## src/rtl/bus_pkg.sv

```systemverilog
// Shared types and constants for the CPU data bus controller: FSM states,
// access-size codes, IO window offsets and the alignment helper.
package bus_pkg;

  typedef enum logic [2:0] {
    IDLE     = 3'd0,
    ISSUE    = 3'd1,
    FIFO_CAP = 3'd2,
    RAM_WAIT = 3'd3,
    RESP     = 3'd4
  } bus_state_e;

  // Access-size encoding; must match the ACC_* defines used by mem_control.
  localparam logic [1:0] ACC_BYTE = 2'd0;
  localparam logic [1:0] ACC_HALF = 2'd1;
  localparam logic [1:0] ACC_WORD = 2'd2;
  localparam logic [1:0] ACC_ILL  = 2'd3;

  localparam logic [31:0] IO_BASE_DEF = 32'hF000_0000;
  localparam logic [11:0] IEN_OFF_DEF = 12'h010;

  localparam logic [11:0] FIFO_OFF_0 = 12'h000;
  localparam logic [11:0] FIFO_OFF_1 = 12'h004;
  localparam logic [11:0] FIFO_OFF_2 = 12'h008;
  localparam logic [11:0] FIFO_OFF_3 = 12'h00C;

  function automatic logic misaligned(input logic [1:0] acc, input logic [1:0] lsb);
    logic bad;
    case (acc)
      ACC_HALF: bad = lsb[0];
      ACC_WORD: bad = (lsb != 2'd0);
      default:  bad = 1'b0;
    endcase
    return bad;
  endfunction

endpackage

```

## src/rtl/io_addr_decode.sv

```systemverilog
// Combinational request decode: IO window hit, IRQ-enable register hit,
// FIFO register index and the combined error flag.
module io_addr_decode
  import bus_pkg::*;
#(
  parameter logic [31:0] IO_BASE = IO_BASE_DEF,
  parameter logic [11:0] IEN_OFF = IEN_OFF_DEF
) (
  input  logic [31:0] addr_i,
  input  logic [1:0]  acc_i,
  output logic        is_io_o,
  output logic        is_ien_o,
  output logic [1:0]  fifo_idx_o,
  output logic        err_o
);

  localparam logic [19:0] IO_PAGE = IO_BASE[31:12];

  logic [11:0] off_s;
  logic        fifo_hit_s;

  assign off_s = addr_i[11:0];

  // Address classification and error detection
  always_comb begin
    is_io_o    = (addr_i[31:12] == IO_PAGE);
    is_ien_o   = is_io_o && (off_s == IEN_OFF);
    fifo_hit_s = (off_s == FIFO_OFF_0) || (off_s == FIFO_OFF_1) ||
                 (off_s == FIFO_OFF_2) || (off_s == FIFO_OFF_3);
    fifo_idx_o = addr_i[3:2];
    // IO registers are word-spaced, so any IO access must be word aligned
    err_o      = (acc_i == ACC_ILL) || misaligned(acc_i, addr_i[1:0]) ||
                 (is_io_o && ((addr_i[1:0] != 2'd0) || !(fifo_hit_s || is_ien_o)));
  end

endmodule

```

## src/rtl/data_bus_ctrl.sv

```systemverilog
// CPU load/store sequencer sharing the data bus between data RAM and the
// USB FIFO register block; also owns the FIFO IRQ-enable register.
module data_bus_ctrl
  import bus_pkg::*;
#(
  parameter logic [31:0] IO_BASE = IO_BASE_DEF,
  parameter logic [11:0] IEN_OFF = IEN_OFF_DEF
) (
  input  logic        clk_i,
  input  logic        rst_i,
  input  logic        req_valid_i,
  input  logic        req_we_i,
  input  logic [31:0] req_addr_i,
  input  logic [31:0] req_wdata_i,
  input  logic [1:0]  req_acc_i,
  input  logic        req_sext_i,
  output logic        rsp_valid_o,
  output logic [31:0] rsp_data_o,
  output logic        rsp_err_o,
  output logic        stall_o,
  output logic [31:0] ram_addr_o,
  output logic [1:0]  ram_acc_r_o,
  output logic [1:0]  ram_acc_w_o,
  output logic        ram_sext_o,
  output logic        ram_wr_en_o,
  output logic [31:0] ram_wdata_o,
  input  logic [31:0] ram_rdata_i,
  input  logic        ram_wr_ready_i,
  output logic        fifo_sel_o,
  output logic        fifo_rd_o,
  output logic        fifo_wr_o,
  output logic [1:0]  fifo_addr_o,
  output logic [7:0]  fifo_wrdata_o,
  input  logic [7:0]  fifo_rddata_i,
  input  logic        fifo_in_irq_i,
  input  logic        fifo_out_irq_i,
  output logic        irq_o
);

  bus_state_e  state_q, state_d;
  logic [31:0] addr_q, addr_d, wdata_q, wdata_d;
  logic        we_q, we_d, sext_q, sext_d;
  logic [1:0]  acc_q, acc_d, fidx_q, fidx_d;
  logic        io_q, io_d, ien_hit_q, ien_hit_d;
  logic [1:0]  ien_q, ien_d;
  logic        rsp_valid_q, rsp_valid_d, rsp_err_q, rsp_err_d;
  logic [31:0] rsp_data_q, rsp_data_d;
  logic        ram_wr_en_q, ram_wr_en_d;
  logic        fifo_sel_q, fifo_sel_d, fifo_rd_q, fifo_rd_d, fifo_wr_q, fifo_wr_d;

  logic        dec_io_s, dec_ien_s, dec_err_s;
  logic [1:0]  dec_fidx_s;

  io_addr_decode #(.IO_BASE(IO_BASE), .IEN_OFF(IEN_OFF)) u_dec (
    .addr_i     (req_addr_i),
    .acc_i      (req_acc_i),
    .is_io_o    (dec_io_s),
    .is_ien_o   (dec_ien_s),
    .fifo_idx_o (dec_fidx_s),
    .err_o      (dec_err_s)
  );

  // Next-state, request latches and registered-output next values
  always_comb begin
    state_d     = state_q;
    addr_d      = addr_q;
    wdata_d     = wdata_q;
    we_d        = we_q;
    sext_d      = sext_q;
    acc_d       = acc_q;
    fidx_d      = fidx_q;
    io_d        = io_q;
    ien_hit_d   = ien_hit_q;
    ien_d       = ien_q;
    rsp_valid_d = 1'b0;
    rsp_err_d   = 1'b0;
    rsp_data_d  = 32'd0;
    ram_wr_en_d = 1'b0;
    fifo_sel_d  = 1'b0;
    fifo_rd_d   = 1'b0;
    fifo_wr_d   = 1'b0;
    case (state_q)
      IDLE: begin
        if (req_valid_i) begin
          addr_d    = req_addr_i;
          wdata_d   = req_wdata_i;
          we_d      = req_we_i;
          sext_d    = req_sext_i;
          acc_d     = req_acc_i;
          fidx_d    = dec_fidx_s;
          io_d      = dec_io_s;
          ien_hit_d = dec_ien_s;
          if (dec_err_s) begin
            state_d     = RESP;
            rsp_valid_d = 1'b1;
            rsp_err_d   = 1'b1;
          end else begin
            state_d = ISSUE;
            // Strobes are registered, so they are raised here to appear in ISSUE
            if (dec_io_s && !dec_ien_s) begin
              fifo_sel_d = 1'b1;
              fifo_rd_d  = !req_we_i;
              fifo_wr_d  = req_we_i;
            end else begin
              ram_wr_en_d = req_we_i && !dec_io_s;
            end
          end
        end else begin
          state_d = IDLE;
        end
      end
      ISSUE: begin
        if (io_q && ien_hit_q) begin
          state_d     = RESP;
          rsp_valid_d = 1'b1;
          if (we_q) begin
            ien_d = wdata_q[1:0];
          end else begin
            rsp_data_d = {30'd0, ien_q};
          end
        end else if (io_q) begin
          state_d = FIFO_CAP;
        end else begin
          state_d     = RAM_WAIT;
          ram_wr_en_d = we_q;
        end
      end
      FIFO_CAP: begin
        state_d     = RESP;
        rsp_valid_d = 1'b1;
        if (we_q) begin
          rsp_data_d = 32'd0;
        end else begin
          rsp_data_d = {24'd0, fifo_rddata_i};
        end
      end
      RAM_WAIT: begin
        if (!we_q) begin
          state_d     = RESP;
          rsp_valid_d = 1'b1;
          rsp_data_d  = ram_rdata_i;
        end else if (ram_wr_ready_i) begin
          state_d     = RESP;
          rsp_valid_d = 1'b1;
        end else begin
          ram_wr_en_d = 1'b1;
        end
      end
      RESP: begin
        state_d = IDLE;
      end
      default: begin
        state_d = IDLE;
      end
    endcase
  end

  // State, latches and output registers with synchronous reset
  always_ff @(posedge clk_i) begin
    if (rst_i) begin
      state_q     <= IDLE;
      addr_q      <= 32'd0;
      wdata_q     <= 32'd0;
      we_q        <= 1'b0;
      sext_q      <= 1'b0;
      acc_q       <= 2'd0;
      fidx_q      <= 2'd0;
      io_q        <= 1'b0;
      ien_hit_q   <= 1'b0;
      ien_q       <= 2'd0;
      rsp_valid_q <= 1'b0;
      rsp_err_q   <= 1'b0;
      rsp_data_q  <= 32'd0;
      ram_wr_en_q <= 1'b0;
      fifo_sel_q  <= 1'b0;
      fifo_rd_q   <= 1'b0;
      fifo_wr_q   <= 1'b0;
    end else begin
      state_q     <= state_d;
      addr_q      <= addr_d;
      wdata_q     <= wdata_d;
      we_q        <= we_d;
      sext_q      <= sext_d;
      acc_q       <= acc_d;
      fidx_q      <= fidx_d;
      io_q        <= io_d;
      ien_hit_q   <= ien_hit_d;
      ien_q       <= ien_d;
      rsp_valid_q <= rsp_valid_d;
      rsp_err_q   <= rsp_err_d;
      rsp_data_q  <= rsp_data_d;
      ram_wr_en_q <= ram_wr_en_d;
      fifo_sel_q  <= fifo_sel_d;
      fifo_rd_q   <= fifo_rd_d;
      fifo_wr_q   <= fifo_wr_d;
    end
  end

  assign rsp_valid_o   = rsp_valid_q;
  assign rsp_data_o    = rsp_data_q;
  assign rsp_err_o     = rsp_err_q;
  assign stall_o       = req_valid_i & ~rsp_valid_q;
  assign ram_addr_o    = addr_q;
  assign ram_acc_r_o   = acc_q;
  assign ram_acc_w_o   = acc_q;
  assign ram_sext_o    = sext_q;
  assign ram_wr_en_o   = ram_wr_en_q;
  assign ram_wdata_o   = wdata_q;
  assign fifo_sel_o    = fifo_sel_q;
  assign fifo_rd_o     = fifo_rd_q;
  assign fifo_wr_o     = fifo_wr_q;
  assign fifo_addr_o   = fidx_q;
  assign fifo_wrdata_o = wdata_q[7:0];
  assign irq_o         = (fifo_in_irq_i & ien_q[0]) | (fifo_out_irq_i & ien_q[1]);

endmodule

```

## config.mk

```make
export PLATFORM = sky130hd
export DESIGN_NAME = data_bus_ctrl
export DESIGN_NICKNAME = d
export VERILOG_FILES = /design/src/rtl/bus_pkg.sv /design/src/rtl/io_addr_decode.sv /design/src/rtl/data_bus_ctrl.sv
export SDC_FILE = /design/constraint.sdc
export NUM_CORES = 1
export LEC_CHECK = 0
export BUFFER_PORTS_ARGS = -buffer_cell sky130_fd_sc_hd__buf_4
export CAP_MARGIN = 20
export CORE_UTILIZATION = 30
export CTS_CLUSTER_SIZE = 40
export DETAILED_ROUTE_END_ITERATION = 8
export HOLD_SLACK_MARGIN = 0.15
export PLACE_DENSITY = 0.55
export SETUP_SLACK_MARGIN = 0.4
export SKIP_CTS_REPAIR_TIMING = 1
export SLEW_MARGIN = 20
export SYNTH_ARGS = -nofsm -noshare
export SYNTH_HDL_FRONTEND = slang
export SYNTH_HIERARCHICAL = 1
export SYNTH_SLANG_ARGS = --single-unit
```

## constraint.sdc

```tcl
create_clock -name clk_i -period 2 [get_ports clk_i]
set_input_delay 0.3 -clock clk_i [delete_from_list [all_inputs] [get_ports clk_i]]
set_output_delay 0.3 -clock clk_i [all_outputs]
set_load 0.02 [all_outputs]
```

==> results.json, run 1 <==
{
  "synth_compound_area_share_pct": 11.3,
  "clock-sinks": 115,
  "slew_headroom_pct": 60.0,
  "slew_viol_final": 0,
  "drive_gt1_share_pct": 38.1,
  "initial_core_util_pct": 30.7,
  "setup_viol": 0,
  "seq_area_frac_synth_pct": 54.1,
  "ir_drop_mv": 0.536,
  "crit_path_max_fanout": 12,
  "worstMarginPinSlew_ns": 0.600,
  "start_kind": "register",
  "die_w_um": 121,
  "hp-class": "in -> reg",
  "clk_pin_slew_worst_paths_ns": 0.05,
  "rows": 43,
  "drv_cap": 0,
  "p_leak_nw": 3.24,
  "max_freq_ghz": 0.627,
  "cts_max_level": 4,
  "fp.dieH_um": 121,
  "crit_path_end_kind": "register",
  "dp_hpwl_mm": 8.97,
  "yosys.area.top_type": "dfxtp_1",
  "top_usage_layer": "met2",
  "grt_pass1_vias": 3822,
  "rsz0062_at_grt": "yes",
  "synthDominantCellAreaShare_pct": 54.1,
  "arrival_ns": 1.85,
  "synth.distinct_cells": 39,
  "syn_area_um2": 4260,
  "grt_util_all_layers_pct": 16.7,
  "syn_inst": 485,
  "hold_viol_final": 0,
  "vias_per_cell": 4.48,
  "met2_usage_pct": 27.5,
  "muxShareOfSynthArea_pct": 2.67,
  "first_pass_iters": 4,
  "io_pins": 233,
  "nets": 870,
  "ys_warn_count": 6,
  "synth_simple_gate_area_share_pct": 23.9,
  "clock_skew_ns": 0.00519,
  "cp.required_ns": 2.26,
  "grt_overflow": 0,
  "use_met1_pct": 19.2,
  "fillers": 1345,
  "wl_per_cell_um": 13.8,
  "coreArea_um2": 13900,
  "finalCritPeriodShare_pct": 79.7,
  "status": "finished, final reports clean",
  "postSynthAreaPerCell_um2": 8.78,
  "antenna_found_initial": 0,
  "drcViolationCount": 0,
  "tns_ns": 0,
  "synth_xor_area_share_pct": 0,
  "grt_max_degree": 55,
  "gp_routability_congestion": 0.737,
  "hold_start": "fifo_rddata_i[4]",
  "path_class": "reg -> reg",
  "clkLatencyLatePin_ns": 0.40,
  "vias": 4237,
  "cp-startpoint": "state_q[0]$_SDFFE_PP0P_",
  "layoutNonFillerInstCount": 946,
  "powerDensity_nw_per_um2": 929,
  "layout_common_cells": "buf_4 (243), nand2_1 (153), dfxtp_1 (113)",
  "ys_top_cells_by_area": "dfxtp_1 (54%), nand2_1 (13%), a21oi_1 (9.1%), and2_1 (3.8%), buf_6 (2.4%)",
  "syn_to_final_growth_pct": 68.1,
  "drt_iter0_markers": 133,
  "final_common_cell": "buf_4",
  "synth_fp_nets": 602,
  "design.die.area_um2": 14700,
  "drtAntennaViolNets": 0,
  "grt_pass1_wl_mm": 18.7,
  "clock_path_buffers": 2,
  "r2r-start": "state_q[0]$_SDFFE_PP0P_",
  "n_antenna_cell": 0,
  "cts-root-buf": "clkbuf_16",
  "synth-seq-cells": 115,
  "synth-adder-area-share_pct": 0.882,
  "drt_wl_total_mm": 13.1,
  "cts_tree": "done",
  "dpl.cell_count": 865,
  "cts-buffers-inserted": 17,
  "grtUsageMet3_pct": 5.69,
  "final.min_clock_period_ns": 1.59,
  "port_buffers": 232,
  "synth_top_family_by_area": "simple AND/OR/NAND/NOR gates"
}
==> cells in the mapped netlist (all sizes together) <==
| cell type | instances |
|---|---|
| a2111oi | 1 |
| a211o | 1 |
| a21oi | 78 |
| a22o | 1 |
| a2bb2oi | 3 |
| a31oi | 1 |
| a32oi | 2 |
| and2 | 26 |
| and3 | 1 |
| and3b | 1 |
| and4 | 1 |
| buf | 31 |
| clkbuf | 12 |
| dfxtp | 115 |
| ha | 3 |
| inv | 5 |
| mux2 | 3 |
| mux2i | 8 |
| nand2 | 153 |
| nand2b | 5 |
| nand3 | 1 |
| nand3b | 1 |
| nand4b | 1 |
| nor2 | 11 |
| nor2b | 3 |
| nor3 | 3 |
| nor3b | 2 |
| nor4 | 6 |
| nor4b | 2 |
| o21ai | 2 |
| or2 | 1 |
| or4b | 1 |
==> final timing paths <==
kind,to,slack (ns),cells after the start
min,rsp_data_o[4]$_SDFF_PP0_,0.14,3
min reg2reg,ram_wdata_o[24]$_SDFFE_PP0P_,0.45,2
max,ram_addr_o[24]$_SDFFE_PP0P_,0.41,3
max reg2reg,ram_addr_o[24]$_SDFFE_PP0P_,0.41,3
==> cell type report <==
cell class,instances,area (um^2),area share (%)
Inverter,5,18.8,0.262
Tap cell,180,225,3.15
Clock buffer,23,488,6.82
Multi-Input combinational cell,323,1690,23.6
Timing Repair Buffer,291,2330,32.5
Clock inverter,9,103,1.43
Sequential cell,115,2300,32.2
==> sequential cells by signal, indices dropped and copies added (netlist names), 2 cells and up <==
| signal | cells |
|---|---|
| ram_acc_r_o | 2 |
| rsp_data_o | 32 |
| ram_addr_o | 32 |
| ien_q | 2 |
| fifo_addr_o | 2 |
| state_q | 3 |
| ram_wdata_o | 32 |
==> kinds of logic after synthesis <==
| group | after synthesis |
|---|---|
| DFF | 115 |
| AOI/OAI and AO/OA | 89 |
| muxes | 11 |
| buffers and inverters | 48 |
| and+or+nand+nor | 219 |
| adders and majority gates | 3 |
==> critical path: stages (launching register included) <==
cell	delay, ns
dfxtp_1	0.37
or4b_2	0.88
nand2_1	0.13
a21oi_1	0.07
==> power by group <==
group	switching [mW]	internal, mW	total, mW	leakage (nW)
combinational	0.607	0.558	1.16	2.01
sequential	0.0887	2.43	2.52	0.939
clock	1.01	1.95	2.96	0.285
total	1.71	4.94	6.65	3.24
==> per-layer routing <==
layer  up-vias  part of all wire (%)  wire length [um]
met5         -                     0                 0
met4         0                   2.1               278
met3        26                   7.4               974
met2       165                    48              6340
met1      1935                    42              5510
li1       2111                     -                 -
==> through the flow <==
step	cell area [um^2]	hold WS [ns]	utilization, %	setup WS, ns	power [mW]
4_1_cts	6660	0.0631	48.0	0.238	6.64
3_5_place_dp	6070	0.450	43.7	0.0267	3.64
3_3_place_gp	6070	0.444	43.7	0.0274	3.63
6_report	7150	0.139	51.5	0.405	6.65
5_1_grt	7150	0.148	51.5	0.314	6.93
2_1_floorplan	4270	0.372	-	0.327	3.17
(Power assumes the default switching activity.)
==> run 2: changes to the inputs <==
PLACE_DENSITY = 0.57   (was 0.55)
clock period = 1.3 ns   (was 2 ns; I/O delays follow)
==> results.json, run 2 (same netlist as run 1, synthesis figures left out) <==
{
  "layoutNonFillerInstCount": 1022,
  "gp_routability_congestion": 0.821,
  "rows": 43,
  "grt_max_degree": 43,
  "syn_to_final_growth_pct": 92.0,
  "max_freq_ghz": 0.679,
  "hold_start": "rst_i",
  "timing.final.ws_setup_ns": -0.172,
  "final_common_cell": "buf_4",
  "layout_common_cells": "buf_4 (237), nand2_1 (149), dfxtp_1 (110)",
  "cts-root-buf": "clkbuf_16",
  "finalCritPeriodShare_pct": 113,
  "final.min_clock_period_ns": 1.47,
  "rsz0062_at_grt": "yes",
  "p_leak_nw": 3.67,
  "fp.dieH_um": 121,
  "r2r-start": "state_q[2]$_SDFFE_PP0P_",
  "min_path_cells": 4,
  "grt_pass1_wl_mm": 19.2,
  "slew_headroom_pct": 78.1,
  "crit_path_end_kind": "register",
  "ir_drop_mv": 0.767,
  "n_antenna_cell": 0,
  "drive_gt1_share_pct": 40.3,
  "reg2regPathDepth": 4,
  "hold_viol_final": 0,
  "antenna_found_initial": 0,
  "design.die.area_um2": 14700,
  "first_pass_iters": 4,
  "start_kind": "register",
  "vias_per_cell": 4.52,
  "fillers": 1191,
  "grt_overflow": 0,
  "grt_util_all_layers_pct": 17.4,
  "failed_checks": "negative setup slack",
  "cts_tree": "done",
  "clkLatencyLatePin_ns": 0.40,
  "coreArea_um2": 13900,
  "hp-class": "in -> reg",
  "clk_pin_slew_worst_paths_ns": 0.05,
  "holdWs_ns": 0.132,
  "drcViolationCount": 0,
  "clock_path_buffers": 2,
  "cts_max_level": 4,
  "port_buffers": 232,
  "io_pins": 233,
  "clock_skew_ns": 0.00526,
  "vias": 4619,
  "dp_hpwl_mm": 9.66,
  "wl_per_cell_um": 14.3,
  "nets": 947,
  "grt_pass1_vias": 3968,
  "path_class": "reg -> reg",
  "cp.required_ns": 1.59,
  "tns_ns": -11.65,
  "min_to": "rsp_data_o[0]$_SDFF_PP0_",
  "status": "finished with violations",
  "die_w_um": 121,
  "total_power_mw": 10.6,
  "crit_path_max_fanout": 23,
  "dpl.cell_count": 892,
  "drt_wl_total_mm": 14.7,
  "clock-sinks": 115,
  "setup_viol": 103,
  "drt_iter0_markers": 158,
  "r2r_setup_slack_ns": -0.17,
  "worstMarginPinSlew_ns": 0.321,
  "cts-buffers-inserted": 17,
  "powerDensity_nw_per_um2": 1300,
  "drtAntennaViolNets": 0,
  "initial_core_util_pct": 30.7,
  "arrival_ns": 1.76,
  "reg2reg_to": "ram_wdata_o[30]$_SDFFE_PP0P_",
  "drv_cap": 0,
  "slew_viol_final": 0
}
[run 2: cell count changes in the layout (fill, tap and decap cells not counted), moves of 4 or more]
cell,change
nand2_1,-4
and3_4,+4
buf_6,+26
dlygate4sd3_1,+49
buf_12,+5
buf_4,-6
[run 2: worst max-delay path by stage]
| stage | startpoint | to | depth (start not counted) |
|---|---|---|---|
| after floorplan | req_addr_i[24] | fifo_wr_o$_SDFF_PP0_ | 7 |
| final | state_q[2]$_SDFFE_PP0P_ | ram_wdata_o[30]$_SDFFE_PP0P_ | 4 |
| after global routing | state_q[2]$_SDFFE_PP0P_ | rsp_data_o[21]$_SDFF_PP0_ | 6 |
| after CTS | state_q[2]$_SDFFE_PP0P_ | ram_wdata_o[30]$_SDFFE_PP0P_ | 4 |
| after global placement | req_addr_i[5] | ram_wr_en_o$_SDFF_PP0_ | 9 |
| after detailed placement | req_addr_i[5] | ram_wr_en_o$_SDFF_PP0_ | 9 |
[run 2: per-stage QoR]
| step | instance area (um^2) | utilization, % | worst slack [ns] |
|---|---|---|---|
| 2_1_floorplan | 4410 | - | -0.224 |
| 3_3_place_gp | 6390 | 46.1 | -0.445 |
| 3_5_place_dp | 6390 | 46.1 | -0.512 |
| 4_1_cts | 6980 | 50.3 | -0.212 |
| 5_1_grt | 8170 | 58.9 | -0.224 |
| 6_report | 8170 | 58.9 | -0.172 |
[run 2: layout make-up]
class,count,area (um^2),share of cell area [%]
Multi-Input combinational cell,325,1850,22.6
Timing Repair Buffer,366,3190,39.0
Inverter,5,18.8,0.230
Sequential cell,115,2310,28.2
Tap cell,180,225,2.76
Clock inverter,4,70.1,0.857
Clock buffer,27,513,6.28
[run 2: worst max-delay path, cell delays in order (launching register included)]
cell     delay, ns
dfxtp_2       0.32
or4b_4        0.64
buf_6         0.22
nand2_1       0.10
a21oi_2       0.07
[run 2: report_power, final]
| group | total (mW) | internal, mW | leakage (nW) | switching, mW |
|---|---|---|---|---|
| clock | 4.52 | 3.05 | 0.287 | 1.46 |
| combinational | 2.21 | 1.15 | 2.45 | 1.06 |
| sequential | 3.88 | 3.75 | 0.940 | 0.136 |
| total | 10.6 | 7.96 | 3.67 | 2.66 |
[run 2: routing by layer]
layer | vias up | share of wire (%) | track usage [%]
met5 | - | 0 | 0
met4 | 0 | 2.0 | 9.34
met3 | 22 | 10 | 7.85
met2 | 184 | 50 | 28.9
met1 | 2141 | 38 | 18.3
li1 | 2272 | - | -
